$ cat src/rtl/as1802_mem_bridge.sv
// AS1802 memory bridge: demultiplexes the core's time-multiplexed address bus and
// turns MRD/MWR strobe edges into single-cycle synchronous RAM requests.
module as1802_mem_bridge #(
  parameter int         RD_LAT   = 1,
  parameter logic [7:0] HI_RESET = 8'h00,
  parameter int         CNT_W    = 16
) (
  input  logic             wb_clk_i,
  input  logic             rst_n,
  input  logic [7:0]       cpu_addr,
  input  logic [7:0]       cpu_dout,
  input  logic             cpu_mrd_n,
  input  logic             cpu_mwr_n,
  input  logic             cpu_tpa,
  input  logic [1:0]       cpu_sc,
  output logic [7:0]       cpu_din,
  output logic             ram_en,
  output logic             ram_we,
  output logic [15:0]      ram_addr,
  output logic [7:0]       ram_wdata,
  input  logic [7:0]       ram_rdata,
  output logic             busy,
  output logic             proto_err,
  output logic [CNT_W-1:0] fetch_cnt,
  output logic [1:0]       dbg_state
);

  // Handshake: ram_en is a one-cycle request; ram_we, ram_addr and ram_wdata are
  // meaningful only while ram_en=1. Read data is taken RD_LAT cycles after ram_en.
  typedef enum logic [1:0] {
    IDLE    = 2'd0,
    RD_WAIT = 2'd1,
    WR_DONE = 2'd2,
    HOLD    = 2'd3
  } state_t;

  state_t      state, state_d;
  logic        tpa_q, mrd_q, mwr_q;
  logic [7:0]  addr_hi;
  logic [1:0]  lat_cnt;
  logic        fetch_q;
  logic        rd_fall, wr_fall, tpa_rise;
  logic        issue_rd, issue_wr, capture, err_set;

  // Previous-value registers reset to 0 so a strobe held low through reset is
  // not mistaken for a fresh falling edge.
  assign rd_fall  = mrd_q & ~cpu_mrd_n;
  assign wr_fall  = mwr_q & ~cpu_mwr_n;
  assign tpa_rise = cpu_tpa & ~tpa_q;

  assign busy      = (state != IDLE);
  assign dbg_state = state;

  always_comb begin
    state_d  = state;
    issue_rd = 1'b0;
    issue_wr = 1'b0;
    capture  = 1'b0;
    err_set  = 1'b0;
    case (state)
      IDLE: begin
        if (rd_fall || wr_fall) begin
          if (!cpu_mrd_n && !cpu_mwr_n) begin
            err_set = 1'b1;
            state_d = HOLD;
          end else if (rd_fall) begin
            issue_rd = 1'b1;
            state_d  = RD_WAIT;
          end else begin
            issue_wr = 1'b1;
            state_d  = WR_DONE;
          end
        end
      end
      RD_WAIT: begin
        if (lat_cnt == 2'd0) begin
          capture = 1'b1;
          state_d = HOLD;
        end
      end
      WR_DONE: state_d = HOLD;
      HOLD: begin
        if (cpu_mrd_n && cpu_mwr_n) state_d = IDLE;
      end
      default: state_d = IDLE;
    endcase
    if (state != IDLE && (rd_fall || wr_fall)) err_set = 1'b1;
  end

  always_ff @(posedge wb_clk_i or negedge rst_n) begin
    if (!rst_n) begin
      state     <= IDLE;
      tpa_q     <= 1'b0;
      mrd_q     <= 1'b0;
      mwr_q     <= 1'b0;
      addr_hi   <= HI_RESET;
      lat_cnt   <= 2'd0;
      fetch_q   <= 1'b0;
      cpu_din   <= 8'h00;
      ram_en    <= 1'b0;
      ram_we    <= 1'b0;
      ram_addr  <= {HI_RESET, 8'h00};
      ram_wdata <= 8'h00;
      proto_err <= 1'b0;
      fetch_cnt <= '0;
    end else begin
      state  <= state_d;
      tpa_q  <= cpu_tpa;
      mrd_q  <= cpu_mrd_n;
      mwr_q  <= cpu_mwr_n;
      ram_en <= issue_rd | issue_wr;
      ram_we <= issue_wr;
      if (tpa_rise) addr_hi <= cpu_addr;
      if (issue_rd || issue_wr) ram_addr <= {addr_hi, cpu_addr};
      if (issue_wr) ram_wdata <= cpu_dout;
      if (issue_rd) begin
        lat_cnt <= 2'(RD_LAT);
        fetch_q <= (cpu_sc == 2'b00);
      end else if (state == RD_WAIT && lat_cnt != 2'd0) begin
        lat_cnt <= lat_cnt - 2'd1;
      end
      if (capture) begin
        cpu_din <= ram_rdata;
        if (fetch_q && fetch_cnt != '1) fetch_cnt <= fetch_cnt + CNT_W'(1);
      end
      if (err_set) proto_err <= 1'b1;
    end
  end

endmodule

$ cat config.mk
export PLATFORM = sky130hd
export DESIGN_NAME = as1802_mem_bridge
export DESIGN_NICKNAME = d
export VERILOG_FILES = /design/src/rtl/as1802_mem_bridge.sv
export SDC_FILE = /design/constraint.sdc
export NUM_CORES = 1
export LEC_CHECK = 0
export ABC_AREA = 1
export BUFFER_PORTS_ARGS = -buffer_cell sky130_fd_sc_hd__buf_2
export CORE_MARGIN = 2
export CORE_UTILIZATION = 52
export DETAILED_ROUTE_END_ITERATION = 10
export PLACE_DENSITY = 0.79
export SYNTH_ARGS = -nofsm -noshare
export SYNTH_HDL_FRONTEND = slang
export SYNTH_SLANG_ARGS = --single-unit
$ cat constraint.sdc
create_clock -name wb_clk_i -period 1.84 [get_ports wb_clk_i]
set_clock_uncertainty 0.15 [all_clocks]
set_input_delay 0.184 -clock wb_clk_i [delete_from_list [all_inputs] [get_ports wb_clk_i]]
set_output_delay 0.184 -clock wb_clk_i [all_outputs]
set_load 0.05 [all_outputs]
==> reports/results.ini <==
[status]
status = completed

[drt]
vias = 2864
viasPerCell = 4.95
detail_route.wl_per_cell_um = 12.8
ant_nets = 0
wirelength_um = 7400
drc_errors = 0
firstDrtPassIters = 4
drtIter0Drc = 181

[global_routing]
grt.total_usage = 0.237
first_global_vias = 2762
overflow = 0
antenna_found_initial = 0
grt_pass1_wl_um = 12000
grt_max_degree = 33

[die]
core_um2 = 5850
dieHeight_um = 81.4
rows = 28
die_w_um = 81.4
fp.dieArea_um2 = 6620
io_pins = 85
initial_utilization = 0.532

[logic_synthesis]
synth.area.top_cells = dfrtp_1, nand2_1, nand3_1, inv_1, mux2_2
syn_nets = 410
syn-instance-count = 373
avgSynthCellArea_um2 = 8.35
yosysSeqAreaShare = 0.539
yosysWarnings = 0
synth_top_area_frac = 0.539
synthTopCellsByCount = nand2_1, dfrtp_1, nand3_1
yosysTopAreaCell = dfrtp_1
async_flop_share = 1.00
syn_area_um2 = 3110
yosysMostFrequentCell = nand2_1
ys_types = 21
synth-seq-cells = 67
synth_enable_flop_cells = 0
synthFlopType = dfrtp_1

[clock_tree]
ctsHtreeMaxLevel = 3
root_buffer = clkbuf_8
clkSinkCount = 67
clk-insertion-delay-late_ps = 340
cts_tree = built
clk_pin_slew_ps = 70
clockBufferDepth = 2
numCtsBuffers = 9

[power_and_ir_drop]
p_leak_nw = 2.24
power_density_nw_per_um2 = 1550
power_mw = 6.55
worst_ir_drop_vdd_mv = 1.17

[worst_setup_path]
cp.required_ps = 1920
cp_top_family = simple AND/OR/NAND/NOR gates
cp_num_buf_inv = 3
slowest_stage = dfrtp_2
crit_path_max_fanout = 9
path_common_cell = nand2_1
end_kind = register
path_cells = inv_2 -> ha_2 -> nand2_2 -> buf_4 -> inv_1 -> nand3_1 -> nand2_1 -> nand2_1
worst_setup_path_start_kind = register
cp_slowest_stage_delay_ps = 420
cp.arrival_ps = 1840
worstSetupPathType = register to register

[sta]
finalHoldViolations = 0
finalCritPeriodShare = 0.962
setup_viol = 0
maxSlewViolCount = 0
fin_crit_ps = 1770
fmax_mhz = 565
finalSetupTns_ps = 0
slew_headroom = 0.757
worstMarginPinSlew_ps = 363

[placement]
place_area_um2 = 3670
place.gp.congestion = 0.887
place_hpwl_um = 4840
portBuffers = 84

[layout]
n_antenna_cell = 0
nets = 536
stdcell_area_um2 = 4220
drive_above_1_share = 0.304
multi_input_area_um2 = 1250
n_fill_cell = 459
register_area_um2 = 1680
area_growth_pct = 35.5

[flow_run]
maxCapViolCount = 0

[min_path]
min_path_type = primary input to asynchronous set/reset pin

==> cell families (layout without fill, tap and decap cells) <==
| kind of cell | Yosys count | after routing | synth area share |
|---|---|---|---|
| XOR/XNOR | 1 | 1 | 0.00281 |
| AND/OR/NAND/NOR | 230 | 230 | 0.315 |
| AO/OA/AOI/OAI | 10 | 10 | 0.0189 |
| buffers and inverters | 51 | 182 | 0.0715 |
| adder cells (fa/ha/maj) | 6 | 6 | 0.0241 |
| multiplexers | 8 | 8 | 0.0289 |
| flip-flops | 67 | 67 | 0.539 |
==> area by class of cell <==
class | instances | area share
sequential | 67 | 0.399
multi-input combinational | 255 | 0.297
timing repair buffer | 126 | 0.196
inverter | 40 | 0.0365
clock buffer | 11 | 0.0311
tap | 75 | 0.0222
clock inverter | 5 | 0.0184
==> per-stage QoR <==
stage / setup WS [ps] / utilization / std cells / hold slack (ps)
after global placement: 87.9 / 0.627 / 533 / -60.3
after detailed placement: 10.8 / 0.627 / 533 / -61.6
after global routing: -25.5 / 0.721 / 579 / 130
after floorplan: 36.1 / - / 373 / -262
final: 70.6 / 0.721 / 579 / 117
after CTS: 3.79 / 0.715 / 579 / 117
==> placed cells by master (no fill, tap or decap), types with 3 or more instances in the layout <==
cell and count:
dfrtp_2 4, nand2_2 6, dfrtp_1 63, nand3_1 47
clkbuf_8 9, nand2_1 147, mux2_2 8, nor2_4 3
nand3_2 4, o21ai_0 7, nor2_2 8, inv_1 31
nor2_1 14, dlygate4sd3_1 30, buf_4 11, buf_2 83
ha_1 4, inv_2 6
==> registers in the layout, indices dropped and copies added, names as in the netlist, 2 cells and up <==
register and count:
lat_cnt 2, fetch_cnt 16, cpu_din 8, addr_hi 8
dbg_state 2, ram_addr 16, ram_wdata 8
==> repair_timing <==
action | 4_1_cts | 5_1_grt
hold endpoints to repair | 103 | 0
setup endpoints to repair | 13 | 19
hold buffers | 30 | 0
cloned | 0 | 0
buffers inserted | 0 | 0
gates resized for setup | 2 | 11
==> worst reg2reg max path, stage by stage (launching register included) <==
cell and delay [ps]:
dfrtp_2 420, inv_2 100, ha_2 210, nand2_2 120, buf_4 200, inv_1 140
nand3_1 150, nand2_1 120, nand2_1 60
==> path summary, 6_finish.rpt <==
kind	from	to	slack, ps	depth (start not counted)
min	rst_n	cpu_din[7]$_DFFE_PN0P_	120	2
max in group asynchronous	rst_n	fetch_cnt[12]$_DFFE_PN0P_	900	3
max reg2reg	dbg_state[1]$_DFFE_PN0P_	fetch_cnt[2]$_DFFE_PN0P_	70	8
max	dbg_state[1]$_DFFE_PN0P_	fetch_cnt[2]$_DFFE_PN0P_	70	8
min reg2reg	proto_err$_DFFE_PN0P_	proto_err$_DFFE_PN0P_	310	1
min in group wb_clk_i	proto_err$_DFFE_PN0P_	proto_err$_DFFE_PN0P_	310	1
==> power by group <==
group	total [mW]	switching (mW)	internal, mW
combinational	3.07	2.29	0.780
sequential	2.17	0.248	1.92
clock	1.31	0.551	0.760
==> per-layer routing <==
metal  global-route usage  part of all wire  routed length [µm]
met1                0.286              0.41                3070
met5                    0                 0                   0
met4                0.105             0.026                 196
met3               0.0578             0.054                 401
met2                0.402              0.50                3740
(Power assumes the default switching activity.)
